File: config.mk
export PLATFORM = sky130hd
export DESIGN_NAME = regfile_access_arbiter
export DESIGN_NICKNAME = d
export VERILOG_FILES = /design/src/rtl/regfile_access_arbiter_pkg.sv /design/src/rtl/regfile_access_arbiter_rr.sv /design/src/rtl/regfile_access_arbiter.sv
export SDC_FILE = /design/constraint.sdc
export NUM_CORES = 1
export LEC_CHECK = 0
export ABC_AREA = 1
export CORE_ASPECT_RATIO = 0.8
export CORE_MARGIN = 2
export CORE_UTILIZATION = 38
export CTS_BUF_LIST = sky130_fd_sc_hd__clkbuf_8
export DETAILED_ROUTE_END_ITERATION = 12
export PLACE_DENSITY = 0.83
export SETUP_SLACK_MARGIN = 0.4
export SLEW_MARGIN = 10
export SYNTH_ARGS = -nofsm -noshare
export SYNTH_HDL_FRONTEND = slang
export SYNTH_HIERARCHICAL = 1
export SYNTH_SLANG_ARGS = --single-unit
File: constraint.sdc
create_clock -name clk_main -period 1.8 [get_ports clk_main]
set_input_delay 0.36 -clock clk_main [delete_from_list [all_inputs] [get_ports clk_main]]
set_output_delay 0.36 -clock clk_main [all_outputs]
set_load 0.005 [all_outputs]
File: src/rtl/regfile_access_arbiter_pkg.sv
// Shared encodings for the register-file access arbiter: op codes, FSM states
// and default widths.
package regfile_ctrl_pkg;

  localparam int DEF_DATA_W = 16;
  localparam int DEF_ADDR_W = 4;

  // Op field is {RD,WR}: bit 1 requests the A/B read, bit 0 the write.
  localparam logic [1:0] RW_NOP  = 2'b00;
  localparam logic [1:0] RW_WR   = 2'b01;
  localparam logic [1:0] RW_RD   = 2'b10;
  localparam logic [1:0] RW_RDWR = 2'b11;

  typedef enum logic [1:0] {
    ST_IDLE    = 2'd0,
    ST_ISSUE   = 2'd1,
    ST_CAPTURE = 2'd2,
    ST_RESP    = 2'd3
  } state_e;

endpackage

File: src/rtl/regfile_access_arbiter_rr.sv
// Two-way round-robin grant: on contention the requester that did not win last
// time gets the grant; a lone requester is always granted.
module rr_arbiter_2 (
  input  logic [1:0] req,
  input  logic       last,
  output logic [1:0] gnt
);

  always_comb begin
    gnt = req;
    if (req == 2'b11) begin
      gnt = last ? 2'b01 : 2'b10;
    end
  end

endmodule

File: src/rtl/regfile_access_arbiter.sv
// Shares one register file between two requesters: accepts one command at a
// time, issues it as a single register-file access and returns the read data.
//
// Handshakes: a transfer happens on a rising edge where valid and ready are both
// high. req_ready is only offered in IDLE; rsp_valid holds with stable data until
// the granted requester's rsp_ready is seen high.
module regfile_access_arbiter
  import regfile_ctrl_pkg::*;
#(
  parameter int DATA_W = DEF_DATA_W,
  parameter int ADDR_W = DEF_ADDR_W
) (
  input  logic                clk_main,
  input  logic                reset,
  input  logic [1:0]          req_valid,
  output logic [1:0]          req_ready,
  input  logic [3:0]          req_rw,
  input  logic [2*ADDR_W-1:0] req_da,
  input  logic [2*ADDR_W-1:0] req_aa,
  input  logic [2*ADDR_W-1:0] req_ba,
  input  logic [2*DATA_W-1:0] req_d,
  output logic [1:0]          rsp_valid,
  input  logic [1:0]          rsp_ready,
  output logic [DATA_W-1:0]   rsp_a,
  output logic [DATA_W-1:0]   rsp_b,
  output logic                rf_en,
  output logic [1:0]          rf_rw,
  output logic [ADDR_W-1:0]   rf_da,
  output logic [ADDR_W-1:0]   rf_aa,
  output logic [ADDR_W-1:0]   rf_ba,
  output logic [DATA_W-1:0]   rf_d,
  input  logic [DATA_W-1:0]   rf_a,
  input  logic [DATA_W-1:0]   rf_b,
  output logic [1:0]          dbg_state
);

  state_e              state_q, state_d;
  logic                rr_last_q, rr_last_d;
  logic                id_q, id_d;
  logic [1:0]          op_q, op_d;
  logic                rf_en_q, rf_en_d;
  logic [1:0]          rf_rw_q, rf_rw_d;
  logic [ADDR_W-1:0]   rf_da_q, rf_da_d, rf_aa_q, rf_aa_d, rf_ba_q, rf_ba_d;
  logic [DATA_W-1:0]   rf_d_q, rf_d_d;
  logic [1:0]          rsp_valid_q, rsp_valid_d;
  logic [DATA_W-1:0]   rsp_a_q, rsp_a_d, rsp_b_q, rsp_b_d;
  logic [1:0]          gnt;
  logic                sel;

  rr_arbiter_2 u_arb (
    .req  (req_valid),
    .last (rr_last_q),
    .gnt  (gnt)
  );

  assign sel       = gnt[1];
  assign req_ready = (state_q == ST_IDLE) ? gnt : 2'b00;

  always_comb begin
    state_d     = state_q;
    rr_last_d   = rr_last_q;
    id_d        = id_q;
    op_d        = op_q;
    rsp_valid_d = rsp_valid_q;
    rsp_a_d     = rsp_a_q;
    rsp_b_d     = rsp_b_q;
    // The register-file bus is driven for exactly one cycle: the cycle after accept.
    rf_en_d     = 1'b0;
    rf_rw_d     = RW_NOP;
    rf_da_d     = '0;
    rf_aa_d     = '0;
    rf_ba_d     = '0;
    rf_d_d      = '0;
    case (state_q)
      ST_IDLE: begin
        if (|gnt) begin
          id_d      = sel;
          op_d      = sel ? req_rw[3:2] : req_rw[1:0];
          rr_last_d = sel;
          rf_en_d   = (op_d != RW_NOP);
          rf_rw_d   = op_d;
          rf_da_d   = sel ? req_da[2*ADDR_W-1:ADDR_W] : req_da[ADDR_W-1:0];
          rf_aa_d   = sel ? req_aa[2*ADDR_W-1:ADDR_W] : req_aa[ADDR_W-1:0];
          rf_ba_d   = sel ? req_ba[2*ADDR_W-1:ADDR_W] : req_ba[ADDR_W-1:0];
          rf_d_d    = sel ? req_d[2*DATA_W-1:DATA_W] : req_d[DATA_W-1:0];
          rsp_a_d   = '0;
          rsp_b_d   = '0;
          state_d   = ST_ISSUE;
        end
      end
      ST_ISSUE: begin
        if (op_q[1]) begin
          state_d = ST_CAPTURE;
        end else begin
          state_d     = ST_RESP;
          rsp_valid_d = id_q ? 2'b10 : 2'b01;
        end
      end
      ST_CAPTURE: begin
        rsp_a_d     = rf_a;
        rsp_b_d     = rf_b;
        rsp_valid_d = id_q ? 2'b10 : 2'b01;
        state_d     = ST_RESP;
      end
      ST_RESP: begin
        if (rsp_ready[id_q]) begin
          rsp_valid_d = 2'b00;
          state_d     = ST_IDLE;
        end
      end
      default: state_d = ST_IDLE;
    endcase
  end

  always_ff @(posedge clk_main or negedge reset) begin
    if (!reset) begin
      state_q     <= ST_IDLE;
      rr_last_q   <= 1'b1;
      id_q        <= 1'b0;
      op_q        <= RW_NOP;
      rsp_valid_q <= 2'b00;
      rsp_a_q     <= '0;
      rsp_b_q     <= '0;
      rf_en_q     <= 1'b0;
      rf_rw_q     <= RW_NOP;
      rf_da_q     <= '0;
      rf_aa_q     <= '0;
      rf_ba_q     <= '0;
      rf_d_q      <= '0;
    end else begin
      state_q     <= state_d;
      rr_last_q   <= rr_last_d;
      id_q        <= id_d;
      op_q        <= op_d;
      rsp_valid_q <= rsp_valid_d;
      rsp_a_q     <= rsp_a_d;
      rsp_b_q     <= rsp_b_d;
      rf_en_q     <= rf_en_d;
      rf_rw_q     <= rf_rw_d;
      rf_da_q     <= rf_da_d;
      rf_aa_q     <= rf_aa_d;
      rf_ba_q     <= rf_ba_d;
      rf_d_q      <= rf_d_d;
    end
  end

  assign rsp_valid = rsp_valid_q;
  assign rsp_a     = rsp_a_q;
  assign rsp_b     = rsp_b_q;
  assign rf_en     = rf_en_q;
  assign rf_rw     = rf_rw_q;
  assign rf_da     = rf_da_q;
  assign rf_aa     = rf_aa_q;
  assign rf_ba     = rf_ba_q;
  assign rf_d      = rf_d_q;
  assign dbg_state = state_q;

endmodule

# --- Yosys cells after proc, flatten, opt, wreduce, memory -nomap -nowiden ---
# Cells that the tools add are included.
# Widths: inputs -> output; s select.
word_totals:
  register_bits: 71
  input_bits: 98
  word_cells: 62
classes:
  order_cmp: 1
  n_eq_ne: 7
  n_mux: 32
  n_reduce_logical: 9
ops:
  columns: ["operator", "n"]
  rows:
  - ["$mux 16", 4]
  - ["$pmux 16 s2", 2]
  - ["$mux 4", 9]
  - ["$mux 2", 10]
  - ["$pmux 2 s4", 1]
  - ["$eq 2x2->1 const B", 3]
  - ["$pmux 2 s3", 1]
  - ["$reduce_and 2->1", 3]
  - ["$mux 1", 5]
  - ["$ne 2x2->1 const B", 2]
  - ["$reduce_bool 2->1", 2]
  - ["$reduce_and 3->1", 1]
  - ["$reduce_bool 3->1", 1]
  - ["$eq 2x1->1 const B", 1]
  - ["$logic_not 2->1", 1]
  - ["$lt 1x2->1 const B", 1]
  - ["$ne 2x1->1 const B", 1]
  - ["$reduce_or 2->1", 1]

# --- Depth between registers and ports, before layout ---
depth:
  depth_word: 6
  depth_mapped: 10

# --- Cells and area by module ---
# The synthesis kept the hierarchy.
by_module_without_submodules:
  columns: ["mod", "n_inst", "cells_per_inst", "area_each_um2"]
  rows:
  - ["regfile_access_arbiter", 1, 384, 3106.7]
  - ["rr_arbiter_2", 1, 5, 21.3]

# --- Worst setup path before layout ---
# No wires, ideal clock.
synth_path:
  path_type: "reg2reg"
  start: "reg state_q[0] (netlist: dbg_state[0])"
  end: "reg op_q[1]"
  setup_ps: 121
  arrival_time_ps: 1386
  required_ps: 1679
  setup_slack_ps: 293
  path_stages_with_launch: 10
  path_cell_list: "dfrtp_1 inv_1 ha_1 nand2_1 inv_2 nor2_1 inv_2 buf_4 nand2_2 o21ai_1"
synth_between:
  elab_chain_cells: 2
synth_lines:
  columns: ["element", "line", "source"]
  rows:
  - ["start: declaration", "regfile_access_arbiter.sv:37", "state_e state_q, state_d;"]
  - ["start signal: assignment", "regfile_access_arbiter.sv:131", "state_q <= state_d;"]
  - ["$logic_not 2->1", "regfile_access_arbiter.sv:74", "case (state_q)"]
  - ["$reduce_and 2->1 (no line)", null, null]
  - ["end signal: assignment", "regfile_access_arbiter.sv:134", "op_q <= op_d;"]
  - ["end: declaration", "regfile_access_arbiter.sv:40", "logic [1:0] op_q, op_d;"]
# Every way passes these cells.
# A chain may end at the register's enable or synchronous reset.

# --- Worst setup path after layout ---
layout_path:
  start: "reg rr_last_q"
  end: "reg rr_last_q"
layout_between:
  elab_chain_cells: 4
layout_lines:
  columns: ["element", "line", "source"]
  rows:
  - ["start: declaration", "regfile_access_arbiter.sv:38", "logic rr_last_q, rr_last_d;"]
  - ["start signal: assignment", "regfile_access_arbiter.sv:132", "rr_last_q <= rr_last_d;"]
  - ["$mux 2", "regfile_access_arbiter_rr.sv:12", "gnt = last ? 2'b01 : 2'b10;"]
  - ["$mux 2", "regfile_access_arbiter_rr.sv:11", "if (req == 2'b11) begin"]
  - ["net gnt[0]", "regfile_access_arbiter.sv:47", "logic [1:0] gnt;"]
  - ["$reduce_or 2->1", "regfile_access_arbiter.sv:76", "if (|gnt) begin"]
  - ["$reduce_and 2->1 (no line)", null, null]
# The timed path passes the listed nets, and every way through them passes these cells.

==> run metrics <==
CP endpoint kind register; Setup crit start kind register; Post-Syn Area 3130 um^2; crit path max fanout 3; worst endpoint required time 2.07 ns; switching share of power 34.8%; internal power 4.71 mW; Critical path buffers and inverters 6; non-filler instance count after layout 707; Worst Max-Slew Pin Slew about 0.37 ns; vias in the first global route roughly 3200; die width between 100 and 150 um; flops & latches, synth 70; WL final around 9.2 mm; clock share of power about a fifth; max-cap viol count 0; Post-Syn Instances approximately 390; Yosys cell types 19; Root Driver clkbuf_8; IO Pins about 170; crit path max-delay cell type dfstp_2; Slew HR approximately 76%; die footprint around 9000 um^2; most area-hungry cell type in the Yosys netlist dfrtp_1; Final GP Congestion a little under 0.8; first-pass GRT wire length between 10 and 15 mm; Fin. Hold Viols 0; final count of pins violating max slew 0; cell count after placement around 660; Chip Height 85.2 um; Vias per Instance 4.57; highest clock rate between 500 and 600 MHz; total number of vias roughly 3200; critical path's largest stage delay about 0.56 ns; DRT iter0 DRCs 133; most frequent CP cell buf_4; # port buffers between 150 and 200; drt drc 0; Post-synth top cells 137 x nand2_1, 69 x dfrtp_1, 68 x inv_1, 40 x nand3_1, 31 x o21ai_0; WL/cell 13.1 um; Synth async-reset ratio 100%; Fillers roughly 650; CP delay by family, top buffers and inverters; worst vdd ir approximately 0.53 mV; yosys warns 6; clk buf depth 2; cts bufs inserted 9; ANT cells 0; Leak Pwr 3.14 nW; CTS sink cnt 70; num rows 29; Skew-Pair Late Insertion Delay approximately 0.34 ns; Synth top area share between 50% and 60%; Final min period 1.68 ns; TritonCTS clock tree done; CP arrival between 1.5 and 2 ns; Top FF cell, synth dfrtp_1; EDFF count, synth 0; outcome completed; antenna violations before repair 0; Period Utilization, post-route 93.6%; GRT Overall Usage roughly a fifth; most frequent cell after synthesis nand2_1; Tightest Hold Check Type primary input to async pin; DP HPWL 6.48 mm; H-tree depth 3; CORE AREA between 7000 and 8000 um^2; Hold WS 0.0106 ns; Mapped Nets ~490; critical path cell sequence nand3_2, nand2_2, nand2_2, buf_6, buf_4, buf_4, buf_4, buf_4, buf_4, nand2_1, nand2_1; Layout Nets approximately 700; Final setup viols 0; Syn Area/Cell ~8 um^2; RSZ-0062 raised after global routing yes; register area share after synthesis a little under three fifths; Comb pwr share about half; gr ovfl total 0; Reg clk slew, reported paths 0.08 ns; TritonRoute pass-1 iters 4; top post-synthesis cells by area dfrtp_1 55%, nand2_1 16%, inv_1 8.2%; P per Cell Area between 1000 and 1500 nW/um^2; crit path kind register to register; clk_skew between 0.009 and 0.01 ns; Initial Util roughly 40%; sequential share of power about a third; Area Overhead vs Synth 76.6%; largest net degree at the start of global routing 71; NetSw around 2.5 mW; fraction of layout cells with a size suffix above 1 between 10% and 20%; Final ANT Viol Nets 0
-- cells in the final DEF, fill, tap and decap left out, types with 2 or more instances in the layout --
cell type	instances
nand2_1	132
clkdlybuf4s50_1	94
dfrtp_1	69
inv_1	67
dlygate4sd2_1	65
nand3_1	38
buf_4	37
o21ai_0	31
clkbuf_8	10
nand2_2	6
buf_6	6
buf_12	6
inv_2	4
nor2_1	3
o21ai_1	3
nor2_4	2
inv_4	2
a21oi_2	2
nand3_2	2
ha_4	2
ha_1	2
bufinv_16	2
buf_2	2
-- routing by layer --
| layer | vias to the layer above | GRT usage, % | part of all wire, % |
|---|---|---|---|
| met1 | 1500 | 24.0 | 37 |
| met5 | - | 0 | 0 |
| met3 | 9 | 7.53 | 9.4 |
| li1 | 1577 | - | - |
| met4 | 0 | 6.18 | 1.1 |
| met2 | 147 | 37.4 | 52 |
-- per-stage QoR --
step           setup TNS (ns)  power (mW)  area [um^2]  utilization [%]  worst slack (ns)
3_3_place_gp           -12.66        5.45         5040             63.4            -0.249
5_1_grt                     0        7.74         5520             69.5            0.0737
3_5_place_dp           -15.24        5.58         5040             63.4            -0.310
2_1_floorplan               0        3.73         3130                -             0.399
4_1_cts                     0        7.05         5430             68.3             0.144
6_report                    0        7.22         5520             69.5             0.116
-- registers in the layout (all words and copies together) (netlist names) --
name and cells:
rf_da 4, rf_d 16, rsp_a 16, rr_last_q 1, rsp_valid 2, rf_aa 4, op_q 1, rsp_b 16
rf_ba 4, rf_rw 2, id_q 1, rf_en 1, dbg_state 2
-- cell type report --
class,instances,area (um^2),area share [%]
clock buffer,10,138,2.49
clock inverter,6,85.1,1.54
inverter,72,275,4.98
multi-input combinational,228,1100,19.9
sequential,70,1750,31.7
tap,108,135,2.45
timing repair buffer,213,2040,36.9
-- worst paths after layout --
path	depth (start not counted)	endpoint	startpoint	slack [ns]
setup / recovery	11	rr_last_q$_DFFE_PN1P_	rr_last_q$_DFFE_PN1P_	0.12
hold / removal	2	rsp_a[7]$_DFFE_PN0P_	reset	0.01
setup reg to reg	11	rr_last_q$_DFFE_PN1P_	rr_last_q$_DFFE_PN1P_	0.12
hold reg to reg	2	rsp_valid[1]$_DFFE_PN0P_	rsp_valid[1]$_DFFE_PN0P_	0.48
max in group asynchronous	2	rr_last_q$_DFFE_PN1P_	reset	1.46
min in group clk_main	2	rsp_valid[1]$_DFFE_PN0P_	rsp_valid[1]$_DFFE_PN0P_	0.48
-- logic make-up after synthesis --
family / synth area share [%]
adder cells (fa/ha/maj): 2.00
buffers and inverters: 11.7
AO/OA/AOI/OAI: 6.04
AND/OR/NAND/NOR: 24.2
flip-flops: 56.0
-- worst register-to-register path: cells and delay by family, from the launching register on --
kind | cells | cell delay, ns
buf+inv | 6 | 0.72
flops | 1 | 0.56
simple gates | 5 | 0.35
-- timing repair --
item / 4_1_cts / 5_1_grt
gates cloned: 1 / 0
gates resized for setup: 97 / 17
buffers inserted: 22 / 5
endpoints found under the setup margin: 135 / 75
hold buffers: 0 / 0
pin swaps: 5 / 11
-- power groups by stage --
stage / Clock, mW / Combinational, mW / Sequential, mW
6_report: 1.40 / 3.50 / 2.33
2_1_floorplan: 0 / 1.32 / 2.41
5_1_grt: 1.49 / 3.86 / 2.39
3_3_place_gp: 0 / 3.11 / 2.35
4_1_cts: 1.43 / 3.30 / 2.31
3_5_place_dp: 0 / 3.21 / 2.37
Power figures use the tool's default switching activity.
